File: config.mk
export PLATFORM = sky130hd
export DESIGN_NAME = vending_core_param
export DESIGN_NICKNAME = d
export VERILOG_FILES = /design/src/rtl/vending_core_param.sv
export SDC_FILE = /design/constraint.sdc
export NUM_CORES = 1
export LEC_CHECK = 0
export CAP_MARGIN = 40
export CORE_ASPECT_RATIO = 0.6
export CORE_MARGIN = 8
export CORE_UTILIZATION = 50
export DETAILED_ROUTE_END_ITERATION = 8
export PLACE_DENSITY = 0.75
export SLEW_MARGIN = 10
export SYNTH_ARGS = -nofsm -noshare
export SYNTH_HDL_FRONTEND = slang
export SYNTH_SLANG_ARGS = --single-unit
File: constraint.sdc
create_clock -name clk -period 9.9 [get_ports clk]
set_clock_uncertainty 0.1 [all_clocks]
set_input_delay 2.97 -clock clk [delete_from_list [all_inputs] [get_ports clk]]
set_output_delay 2.97 -clock clk [all_outputs]
set_load 0.1 [all_outputs]
File: src/rtl/vending_core_param.sv
// Vending-machine core: per-item price/stock table, coin credit with ceiling, vend with stock
// decrement, change/refund over a valid/ack handshake, and inactivity auto-refund.
module vending_core_param #(
  parameter int N_ITEMS    = 8,
  parameter int SEL_W      = 3,
  parameter int CREDIT_W   = 7,
  parameter int STOCK_W    = 4,
  parameter int MAX_CREDIT = 100,
  parameter int COIN1_VAL  = 5,
  parameter int COIN2_VAL  = 10,
  parameter int COIN3_VAL  = 20,
  parameter int TIMEOUT    = 20
) (
  input  logic                clk,
  input  logic                reset,
  input  logic [1:0]          coin,
  input  logic                vend_req,
  input  logic [SEL_W-1:0]    select,
  input  logic                cancel,
  input  logic                change_ack,
  input  logic                cfg_we,
  input  logic [SEL_W-1:0]    cfg_addr,
  input  logic [CREDIT_W-1:0] cfg_price,
  input  logic [STOCK_W-1:0]  cfg_stock,
  output logic [CREDIT_W-1:0] credit,
  output logic [SEL_W-1:0]    product_out,
  output logic                vend_valid,
  output logic [CREDIT_W-1:0] change,
  output logic                change_valid,
  output logic                coin_reject,
  output logic                err_funds,
  output logic                err_soldout,
  output logic                busy
);

  typedef enum logic [1:0] {IDLE, CREDIT, VEND, CHANGE} state_t;

  localparam bit TO_EN = (TIMEOUT != 0);
  localparam int TIMER_W = (TIMEOUT > 1) ? $clog2(TIMEOUT) : 1;
  localparam logic [TIMER_W-1:0] TIMEOUT_LAST = TIMER_W'((TIMEOUT > 0) ? TIMEOUT - 1 : 0);
  localparam logic [CREDIT_W:0] MAX_C = (CREDIT_W + 1)'(MAX_CREDIT);

  state_t              state;
  logic [CREDIT_W-1:0] price_tab [N_ITEMS];
  logic [STOCK_W-1:0]  stock_tab [N_ITEMS];
  logic [TIMER_W-1:0]  timer;

  logic [CREDIT_W-1:0] coin_val;
  logic [CREDIT_W:0]   coin_sum;
  logic                coin_over;
  logic                coin_any;
  logic                sel_ok;
  logic [CREDIT_W-1:0] sel_price;
  logic [STOCK_W-1:0]  sel_stock;

  // NOTE: every always_comb output gets a default first so no path can infer a latch.
  always_comb begin
    coin_val = '0;
    unique case (coin)
      2'b01:   coin_val = CREDIT_W'(COIN1_VAL);
      2'b10:   coin_val = CREDIT_W'(COIN2_VAL);
      2'b11:   coin_val = CREDIT_W'(COIN3_VAL);
      default: coin_val = '0;
    endcase
    coin_any  = (coin != 2'b00);
    coin_sum  = {1'b0, credit} + {1'b0, coin_val};
    coin_over = (coin_sum > MAX_C);
  end

  // Decoded table lookup; an index outside the table reads as sold out.
  always_comb begin
    sel_ok    = 1'b0;
    sel_price = '0;
    sel_stock = '0;
    for (int i = 0; i < N_ITEMS; i++) begin
      if (select == SEL_W'(i)) begin
        sel_ok    = 1'b1;
        sel_price = price_tab[i];
        sel_stock = stock_tab[i];
      end
    end
  end

  // NOTE: sequential state uses non-blocking assignments only, so every branch sees pre-edge values.
  always_ff @(posedge clk or posedge reset) begin
    if (reset) begin
      state        <= IDLE;
      credit       <= '0;
      product_out  <= '0;
      vend_valid   <= 1'b0;
      change       <= '0;
      change_valid <= 1'b0;
      coin_reject  <= 1'b0;
      err_funds    <= 1'b0;
      err_soldout  <= 1'b0;
      busy         <= 1'b0;
      timer        <= '0;
      // NOTE: the tables are reset on purpose: after reset every item must read as sold out.
      for (int i = 0; i < N_ITEMS; i++) begin
        price_tab[i] <= '0;
        stock_tab[i] <= '0;
      end
    end else begin
      vend_valid  <= 1'b0;
      coin_reject <= 1'b0;
      err_funds   <= 1'b0;
      err_soldout <= 1'b0;

      unique case (state)
        IDLE: begin
          if (cfg_we) begin
            for (int i = 0; i < N_ITEMS; i++) begin
              if (cfg_addr == SEL_W'(i)) begin
                price_tab[i] <= cfg_price;
                stock_tab[i] <= cfg_stock;
              end
            end
          end
          if (coin_any) begin
            if (coin_over) begin
              coin_reject <= 1'b1;
            end else begin
              credit <= coin_sum[CREDIT_W-1:0];
              timer  <= '0;
              state  <= CREDIT;
            end
          end
        end

        CREDIT: begin
          if (cancel) begin
            coin_reject  <= coin_any;
            change       <= credit;
            change_valid <= 1'b1;
            busy         <= 1'b1;
            timer        <= '0;
            state        <= CHANGE;
          end else if (vend_req) begin
            coin_reject <= coin_any;
            timer       <= '0;
            if (!sel_ok || sel_stock == '0) begin
              err_soldout <= 1'b1;
            end else if (credit < sel_price) begin
              err_funds <= 1'b1;
            end else begin
              vend_valid  <= 1'b1;
              product_out <= select;
              credit      <= credit - sel_price;
              busy        <= 1'b1;
              state       <= VEND;
              for (int i = 0; i < N_ITEMS; i++) begin
                if (select == SEL_W'(i)) stock_tab[i] <= stock_tab[i] - STOCK_W'(1);
              end
            end
          end else if (coin_any) begin
            timer <= '0;
            if (coin_over) coin_reject <= 1'b1;
            else           credit      <= coin_sum[CREDIT_W-1:0];
          end else if (TO_EN && timer == TIMEOUT_LAST) begin
            // Inactivity auto-refund of the whole credit.
            change       <= credit;
            change_valid <= 1'b1;
            busy         <= 1'b1;
            timer        <= '0;
            state        <= CHANGE;
          end else begin
            timer <= timer + TIMER_W'(1);
          end
        end

        VEND: begin
          coin_reject <= coin_any;
          if (credit != '0) begin
            change       <= credit;
            change_valid <= 1'b1;
            state        <= CHANGE;
          end else begin
            busy  <= 1'b0;
            state <= IDLE;
          end
        end

        CHANGE: begin
          coin_reject <= coin_any;
          if (change_ack) begin
            change       <= '0;
            change_valid <= 1'b0;
            credit       <= '0;
            busy         <= 1'b0;
            state        <= IDLE;
          end
        end

        default: state <= IDLE;
      endcase
    end
  end

endmodule

==> results of run 1 <==
==> synth_stat cells (all sizes together), types with 7 or more instances <==
master	n
nor3	12
nand2b	12
mux2	61
nor2b	9
clkbuf	21
dfrtp	118
inv	30
nor2	41
ha	21
a31oi	17
nand2	55
o21ai	35
mux4	13
o22ai	8
mux2i	7
a21oi	46
==> cells by family (layout without fill, tap and decap cells) <==
group	Yosys count	count (layout)	share of synthesized area, %
AO/OA/AOI/OAI	170	170	17.7
AND/OR/NAND/NOR	163	163	11.8
buffers and inverters	58	138	3.36
XOR/XNOR	8	8	1.08
multiplexers	81	81	16.1
flip-flops	118	118	45.3
adder cells (fa/ha/maj)	23	23	4.65
==> per-layer routing <==
metal	track usage [%]	up-vias	wire length [um]
met2	32.8	298	8140
met5	0	-	0
met1	29.3	2676	7820
met3	4.90	38	1720
met4	8.60	0	314
li1	-	2419	-
==> final cells by class <==
| cell class | count | share of cell area, % |
|---|---|---|
| inverters | 31 | 1.47 |
| clock inverters | 14 | 2.18 |
| clock buffers | 18 | 5.29 |
| repair buffers | 75 | 10.8 |
| flip-flops and latches | 118 | 36.4 |
| well taps | 170 | 2.62 |
| multi-input cells | 445 | 41.2 |
==> worst min-delay path by stage <==
stage                       start            end  slack, ns  cells after the start
detailed placement  stock_tab[19]  stock_tab[19]       0.37                      1
floorplan           stock_tab[19]  stock_tab[19]       0.35                      1
CTS                 stock_tab[19]  stock_tab[19]       0.39                      1
global route         stock_tab[8]   stock_tab[8]       0.42                      1
global placement        change[1]      change[1]       0.36                      2
finish              stock_tab[19]  stock_tab[19]       0.38                      1
==> power by group through the flow <==
stage / logic, mW / registers (mW) / clock network (mW)
after floorplan: 0.743 / 1.06 / 0
after global routing: 1.51 / 0.904 / 0.659
after detailed placement: 1.39 / 0.874 / 0
final: 1.41 / 0.877 / 0.631
after CTS: 1.40 / 0.871 / 0.634
after global placement: 1.21 / 0.860 / 0
==> worst max-delay path: stages <==
cell             delay, ns
clkdlybuf4s50_1       0.94
buf_4                 0.38
mux4_2                0.54
mux2_2                0.28
ha_1                  0.22
nor2b_1               0.12
o21a_1                0.13
o21ai_0               0.22
a2111oi_4             0.61
nand2b_1              0.25
o21ai_2               0.41
o21ai_0               0.18
a22o_1                0.26
==> registers in the layout (all words and copies together) (netlist names) <==
| name | count |
|---|---|
| timer | 5 |
| err_funds | 1 |
| busy | 1 |
| credit | 7 |
| change | 7 |
| vend_valid | 1 |
| change_valid | 1 |
| product_out | 3 |
| err_soldout | 1 |
| stock_tab | 32 |
| price_tab | 56 |
| coin_reject | 1 |
| state | 2 |
==> stage by stage <==
stage / utilization (%) / cell area (um2) / power (mW) / hold WS (ns)
floorplan: - / 6510 / 1.80 / 0.351
global placement: 55.8 / 7130 / 2.07 / 0.364
detailed placement: 58.7 / 7500 / 2.26 / 0.374
CTS: 63.5 / 8110 / 2.91 / 0.388
global route: 63.5 / 8110 / 3.07 / 0.421
finish: 63.5 / 8110 / 2.92 / 0.384
==> out/metrics.cfg, run 1 <==
[run_status]
status = completed

[placement]
detailedPlace.worstSlack_ns = 2.16
place.gp.congestion = 0.944
dp.final_hpwl_um = 12400
placed_cells_incl_taps = 839
place.port_buffers = 47

[final_layout]
synth_to_final_area_change_pct = 24.5
multi_input_comb_area_mm2 = 0.00334
final-seq-area_mm2 = 0.00295
commonest_non_fill_non_tap_cell_in_the_layout = dfrtp_1
antenna_cells = 0
layout.cells.most_common_list = 118 x dfrtp_1, 61 x mux2_2, 54 x nand2_1
nets = 736
post_layout_nonfiller_instances = 871
fillers = 962
post_route_cells_drive_above_1_share_pct = 22.0

[die]
coreArea_mm2 = 0.0128
die-height_um = 104
num_io_pins = 48
die_area_mm2 = 0.0171
die_w_um = 163
rows = 32
start_util_pct = 51.0

[cts]
cts.clk_slew.worst_paths_ns = 0.06
cts.path.max_buffers = 2
cts_setup_buffers = 0
h-tree-depth = 4
clock_latency_ns = 0.42
post_cts_hold_buffer_count = 0
cts_inserted_buffers = 17
numClockSinks = 118
post_cts_resize_count = 0
clockRootBuffer = clkbuf_16
cts_tree = built

[sta]
pins_over_their_slew_limit = 0
setup_violations = 0
finalWorstPathRequiredPeriod_ns = 7.34
max-slew-margin-rel_pct = 37.3
timing.final.crit_share_pct = 74.1
max_clock_freq_mhz = 136
worst-slew-pin-transition_ns = 0.937
worst_slack_ns = 2.56
timing_hold_violations_final = 0
grt_setup_unrepaired = no
fin_setup_tns_ns = 0

[yosys]
count_of_flip_flops_with_a_built_in_enable_after_synthesis = 0
synth_area_leader_cell = dfrtp_1
ys_async_sr_fraction_pct = 100
cell_area_after_synthesis_mm2 = 0.00651
post_synth.cell_area_avg_um2 = 10.5
synth_area_leaders = dfrtp_1 45%, mux2_2 11%, mux4_2 4.5%, ha_1 4.0%, a21oi_1 3.5%
netlist_instances = 621
yosys_register_bits = 118
yosys_warnings = 0
area_share_of_the_largest_cell_type_after_synthesis_pct = 45.3
synth_sequential_area_ratio_pct = 45.3
dominantRegCellSynth = dfrtp_1
synth_cell_type_count = 59
mappedNetlistNets = 669

[detailed_routing]
totalWireLength_um = 18000
post_drt_wl_per_cell_um = 20.7
dr_iter_0_viols = 509
vias = 5431
route.detailed.drc = 0
vias_per_std_cell = 6.24
ant_nets = 0
firstDrtPassIters = 6

[power_and_ir_drop]
power.combinational.fraction_pct = 48.4
irDropWorstVdd_uv = 199
power.sequential.fraction_pct = 30.0
switch_pwr_mw = 1.24
cellPowerDensity_mw_per_mm2 = 360
sw_frac_of_total_pct = 42.4
clkPwrFrac_pct = 21.6
cellLeakagePower_nw = 3.60
internal-power_mw = 1.68

[grt]
antenna_violations_before_repair = 0
grt_pass1_vias = 5627
globalRoute.totalOverflow = 0
gr-usage-all-layers_pct = 21.6
grt_first_pass_wirelength_um = 29400
grt_start_max_net_pins = 64

[worst_setup_path]
cp.required_ns = 10.11
top_fanout_value_on_the_critical_path = 16
worst-r2r-cell-count = 12
class_of_the_most_critical_setup_path = input pin to register
startpoint_of_the_worst_setup_timing_path = select[0]
timing.critical_path.arrival_ns = 7.55
r2r_setup_slack_ns = 5.96
critical_path.startpoint_type = input pin
crit_path_end_kind = register
critical_path.endpoint = stock_tab[23]
reg2reg_to = credit[5]
r2r-start = price_tab[22]

[job]
drv_cap = 0

[hold_path]
hold_class = register to register

Note: power is estimated with default switching activity, not from simulation.
==> run 2: changes to the inputs <==
Settings changed: PLACE_DENSITY 0.75 to 0.77.
Clock period 9.9 ns to 6.5 ns, I/O delays scaled along.
==> run 2 against run 1 <==
Routed wire length shrank 3.1%. Total power up 52%. Via count fell by 1.4%. Global-route usage fell by 0.39 points. Highest routed layer unchanged. Die area unchanged. Combinational power increased by 52%. First-iteration DRC count is 4.1% higher. Flip-flop and latch count did not move. Count of clock-buffer cells in the layout grew 1. Critical path type unchanged. Largest power group unchanged. Clock power up 54%.
==> out/metrics.cfg, run 2 (synthesis gave the netlist of run 1 again) <==
[die]
die-height_um = 104
rows = 32
start_util_pct = 51.0
die_area_mm2 = 0.0171
coreArea_mm2 = 0.0128
die_w_um = 163
num_io_pins = 48

[cts]
cts.path.max_buffers = 2
post_cts_resize_count = 0
cts_setup_buffers = 0
numClockSinks = 118
cts.clk_slew.worst_paths_ns = 0.05
clock_latency_ns = 0.42
post_cts_hold_buffer_count = 0
cts_tree = built
cts_inserted_buffers = 17
clockRootBuffer = clkbuf_16
h-tree-depth = 4

[detailed_routing]
totalWireLength_um = 17400
post_drt_wl_per_cell_um = 19.9
ant_nets = 0
vias_per_std_cell = 6.11
firstDrtPassIters = 5
dr_iter_0_viols = 530
route.detailed.drc = 0
vias = 5355

[placement]
dp.final_hpwl_um = 12400
place.port_buffers = 47
place.gp.congestion = 0.887

[sta]
grt_setup_unrepaired = no
hold-worst-slack_ns = 0.383
worst-slew-pin-transition_ns = 0.873
pins_over_their_slew_limit = 0
max-slew-margin-rel_pct = 41.6
finalWorstPathRequiredPeriod_ns = 5.81
fin_setup_tns_ns = 0
timing_hold_violations_final = 0
timing.final.crit_share_pct = 89.4
setup_violations = 0
max_clock_freq_mhz = 172

[final_layout]
finalCoreUtilization_pct = 63.9
commonest_non_fill_non_tap_cell_in_the_layout = dfrtp_1
layout.cells.most_common_list = 118 x dfrtp_1, 61 x mux2_2, 54 x nand2_1
antenna_cells = 0
registers.top_by_ff_count = price_tab
nets = 742
reg.largest.list = price_tab x56, stock_tab x32
max_reg_flops = 56
post_route_cells_drive_above_1_share_pct = 22.6
synth_to_final_area_change_pct = 25.3

[grt]
globalRoute.totalOverflow = 0
grt_start_max_net_pins = 69
grt_first_pass_wirelength_um = 28400
antenna_violations_before_repair = 0
gr-usage-all-layers_pct = 21.2
grt_pass1_vias = 5342

[worst_setup_path]
cp.required_ns = 6.74
timing.critical_path.arrival_ns = 6.05
class_of_the_most_critical_setup_path = input pin to register
cpMaxStageDelayCell = clkdlybuf4s50_1
top_fanout_value_on_the_critical_path = 9
critPathMostFrequentCell = a21oi_1
crit_path_end_kind = register
critical_path.max_stage_delay_ns = 0.84
timing.critical_path.cells = clkdlybuf4s50_1 > buf_4 > mux4_2 > mux2i_1 > ha_1 > o21ai_0 > nand2b_1 > a21oi_1 > a211o_1 > a21oi_1 > o21ai_1 > a21o_1 > o32a_1
critical_path.startpoint_type = input pin

[hold_path]
hold_class = register to register

[power_and_ir_drop]
cellPowerDensity_mw_per_mm2 = 546
irDropWorstVdd_uv = 302
cellLeakagePower_nw = 3.63

[job]
drv_cap = 0

[run_status]
status = completed

-- run 2: cell count changes in the layout (fill, tap and decap cells not counted) --
cell        change
buf_4           +6
clkbuf_8        +1
clkinv_2        -1
clkinv_4        -1
clkinvlp_4      -1
inv_6           +3
inv_8           -1
-- run 2: path summary, 6_finish.rpt --
| path | start | endpoint | slack [ns] | cells after the start |
|---|---|---|---|---|
| max in group asynchronous | reset | credit[1] | 3.83 | 3 |
| min in group asynchronous | reset | change_valid | 1.73 | 2 |
| setup reg to reg | credit[1] | credit[0] | 2.83 | 10 |
| hold / removal | change[1] | change[1] | 0.38 | 2 |
| hold reg to reg | change[1] | change[1] | 0.38 | 2 |
| setup / recovery | select[0] | credit[1] | 0.69 | 13 |
-- run 2: layout make-up --
| type | count | area [um2] |
|---|---|---|
| Multi-Input combinational cell | 445 | 3340 |
| Tap cell | 170 | 213 |
| Clock inverter | 13 | 170 |
| Timing Repair Buffer | 81 | 918 |
| Clock buffer | 19 | 443 |
| Inverter | 31 | 119 |
| Sequential cell | 118 | 2950 |
| Fill cell | 961 | 4610 |
-- run 2: worst max-delay path, delay by kind of cell --
family                     cells  cell delay [ns]
buffers and inverters          2             1.13
AOI/OAI and AO/OA              7             1.90
and+or+nand+nor                1             0.08
adders and majority gates      1             0.31
muxes                          2             0.68
-- run 2: per-stage QoR --
stage                     instances  area [um2]  power (mW)  worst slack, ns
after CTS                       877        8160        4.45            0.719
final                           877        8160        4.45            0.692
after detailed placement        845        7550        3.45            0.339
after global routing            877        8160        4.70            0.410
after global placement          821        7170        3.19            0.342
after floorplan                 621        6510        2.75            0.952
-- run 2: metal layers --
layer | part of all wire (%) | up-vias | track usage, %
met3 | 8.6 | 35 | 4.90
met2 | 44 | 257 | 31.6
met1 | 45 | 2628 | 29.2
met5 | 0 | - | 0
li1 | - | 2435 | -
met4 | 2.5 | 0 | 8.67
-- run 2: power by group --
group,leakage [nW],switching (mW),internal (mW)
registers,1.47,0.273,1.06
clock network,0.291,0.355,0.618
logic,1.87,1.24,0.904
total,3.63,1.87,2.58
==> run 3: changes to the inputs <==
Settings changed: ABC_CLOCK_PERIOD_IN_PS from default to 6500, CORE_MARGIN 8 to 4.
==> run 3 against run 2 <==
Clock power is 4.1% lower. Cell count is 0.68% lower. Fmax is 0.15% lower. Register-to-register slack worse by 0.03 ns. Sequential power hardly changed.
==> out/metrics.cfg, run 3 (synthesis gave the netlist of run 1 again) <==
[cts]
cts_inserted_buffers = 17
cts_setup_buffers = 0
clockRootBuffer = clkbuf_16
post_cts_hold_buffer_count = 0
post_cts_resize_count = 0
numClockSinks = 118
clock_latency_ns = 0.42
cts_tree = built
cts.path.max_buffers = 2
cts.clk_slew.worst_paths_ns = 0.06
h-tree-depth = 4

[worst_setup_path]
timing.critical_path.arrival_ns = 6.06
r2r-start = credit[1]
startpoint_of_the_worst_setup_timing_path = select[0]
crit_path_end_kind = register
critical_path.startpoint_type = input pin
top_fanout_value_on_the_critical_path = 11
r2r_setup_slack_ns = 2.80
class_of_the_most_critical_setup_path = input pin to register
cp.required_ns = 6.75

[hold_path]
worst_hold_startpoint = stock_tab[19]
hold_class = register to register

[sta]
pins_over_their_slew_limit = 0
fin_setup_tns_ns = 0
setup_violations = 0
finalWorstPathRequiredPeriod_ns = 5.82
grt_setup_unrepaired = no
max-slew-margin-rel_pct = 42.0
timing_hold_violations_final = 0
timing.final.crit_share_pct = 89.5
worst-slew-pin-transition_ns = 0.868
max_clock_freq_mhz = 172

[final_layout]
final_cell_area_mm2 = 0.00813
post_route_cells_drive_above_1_share_pct = 22.7
reg.largest.list = price_tab x56, stock_tab x32
max_reg_flops = 56
synth_to_final_area_change_pct = 24.8
commonest_non_fill_non_tap_cell_in_the_layout = dfrtp_1
antenna_cells = 0
registers.top_by_ff_count = price_tab
layout.cells.most_common_list = 118 x dfrtp_1, 61 x mux2_2, 54 x nand2_1
nets = 742

[detailed_routing]
dr_iter_0_viols = 381
post_drt_wl_per_cell_um = 19.8
wl_met2_um = 8020
vias = 5364
vias_per_std_cell = 6.16
totalWireLength_um = 17300
dr.max_layer_used = met4
detail_route.wirelength.met1_um = 7470
met3WireLength_um = 1440
route.detailed.drc = 0
firstDrtPassIters = 8
ant_nets = 0

[grt]
grt_pass1_vias = 5297
grt_start_max_net_pins = 50
antenna_violations_before_repair = 0
globalRoute.totalOverflow = 0
grt_first_pass_wirelength_um = 27800
gr-usage-all-layers_pct = 24.1

[job]
drv_cap = 0

[placement]
dp.final_hpwl_um = 12400
place_area_mm2 = 0.00754
place.port_buffers = 47
place.gp.congestion = 0.892

[die]
die_w_um = 155
die_area_mm2 = 0.0150
rows = 31
die-height_um = 96.4
num_io_pins = 48
coreArea_mm2 = 0.0124
start_util_pct = 52.6

[run_status]
status = completed

[power_and_ir_drop]
cellPowerDensity_mw_per_mm2 = 544
irDropWorstVdd_uv = 304
cellLeakagePower_nw = 3.62
power.total_mw = 4.42

-- run 3: layout make-up --
type / instances / area (um2)
timing repair buffer: 81 / 918
clock inverter: 13 / 149
sequential: 118 / 2950
multi-input combinational: 445 / 3340
tap: 165 / 206
inverter: 31 / 119
fill: 972 / 4250
clock buffer: 18 / 439
-- run 3: path summary, 6_finish.rpt --
check | end | cells past startpoint
worst min register to register | stock_tab[19] | 1
worst min-delay path | stock_tab[19] | 1
max in group asynchronous | stock_tab[30] | 4
worst max-delay path | credit[1] | 13
min in group asynchronous | change_valid | 2
worst max register to register | credit[0] | 10
-- run 3: metrics by stage --
| stage | utilization (%) | setup slack [ns] | hold slack, ns | cells |
|---|---|---|---|---|
| floorplan | - | 0.952 | 0.351 | 621 |
| global placement | 57.9 | 0.520 | 0.361 | 816 |
| detailed placement | 60.9 | 0.323 | 0.374 | 840 |
| CTS | 65.7 | 0.729 | 0.387 | 871 |
| global route | 65.7 | 0.369 | 0.407 | 871 |
| finish | 65.7 | 0.684 | 0.387 | 871 |
-- run 3: critical path, cell delays in order --
cell	delay, ns
clkdlybuf4s50_1	0.88
buf_4	0.29
mux4_2	0.53
mux2i_1	0.19
ha_1	0.32
o21ai_0	0.21
nand2b_1	0.09
a21oi_1	0.37
a211o_1	0.27
a21oi_1	0.09
o21ai_1	0.50
a21o_1	0.20
o32a_1	0.17
-- run 3: per-layer routing --
metal  track usage (%)  up-vias
met3              6.85       32
met5                 0        -
met2              39.0      217
li1                  -     2438
met1              32.0     2677
met4              7.36        0
-- run 3: report_power, final --
group / internal, mW / switching, mW / total (mW)
Clock: 0.576 / 0.357 / 0.933
Sequential: 1.06 / 0.266 / 1.33
Combinational: 0.902 / 1.26 / 2.16
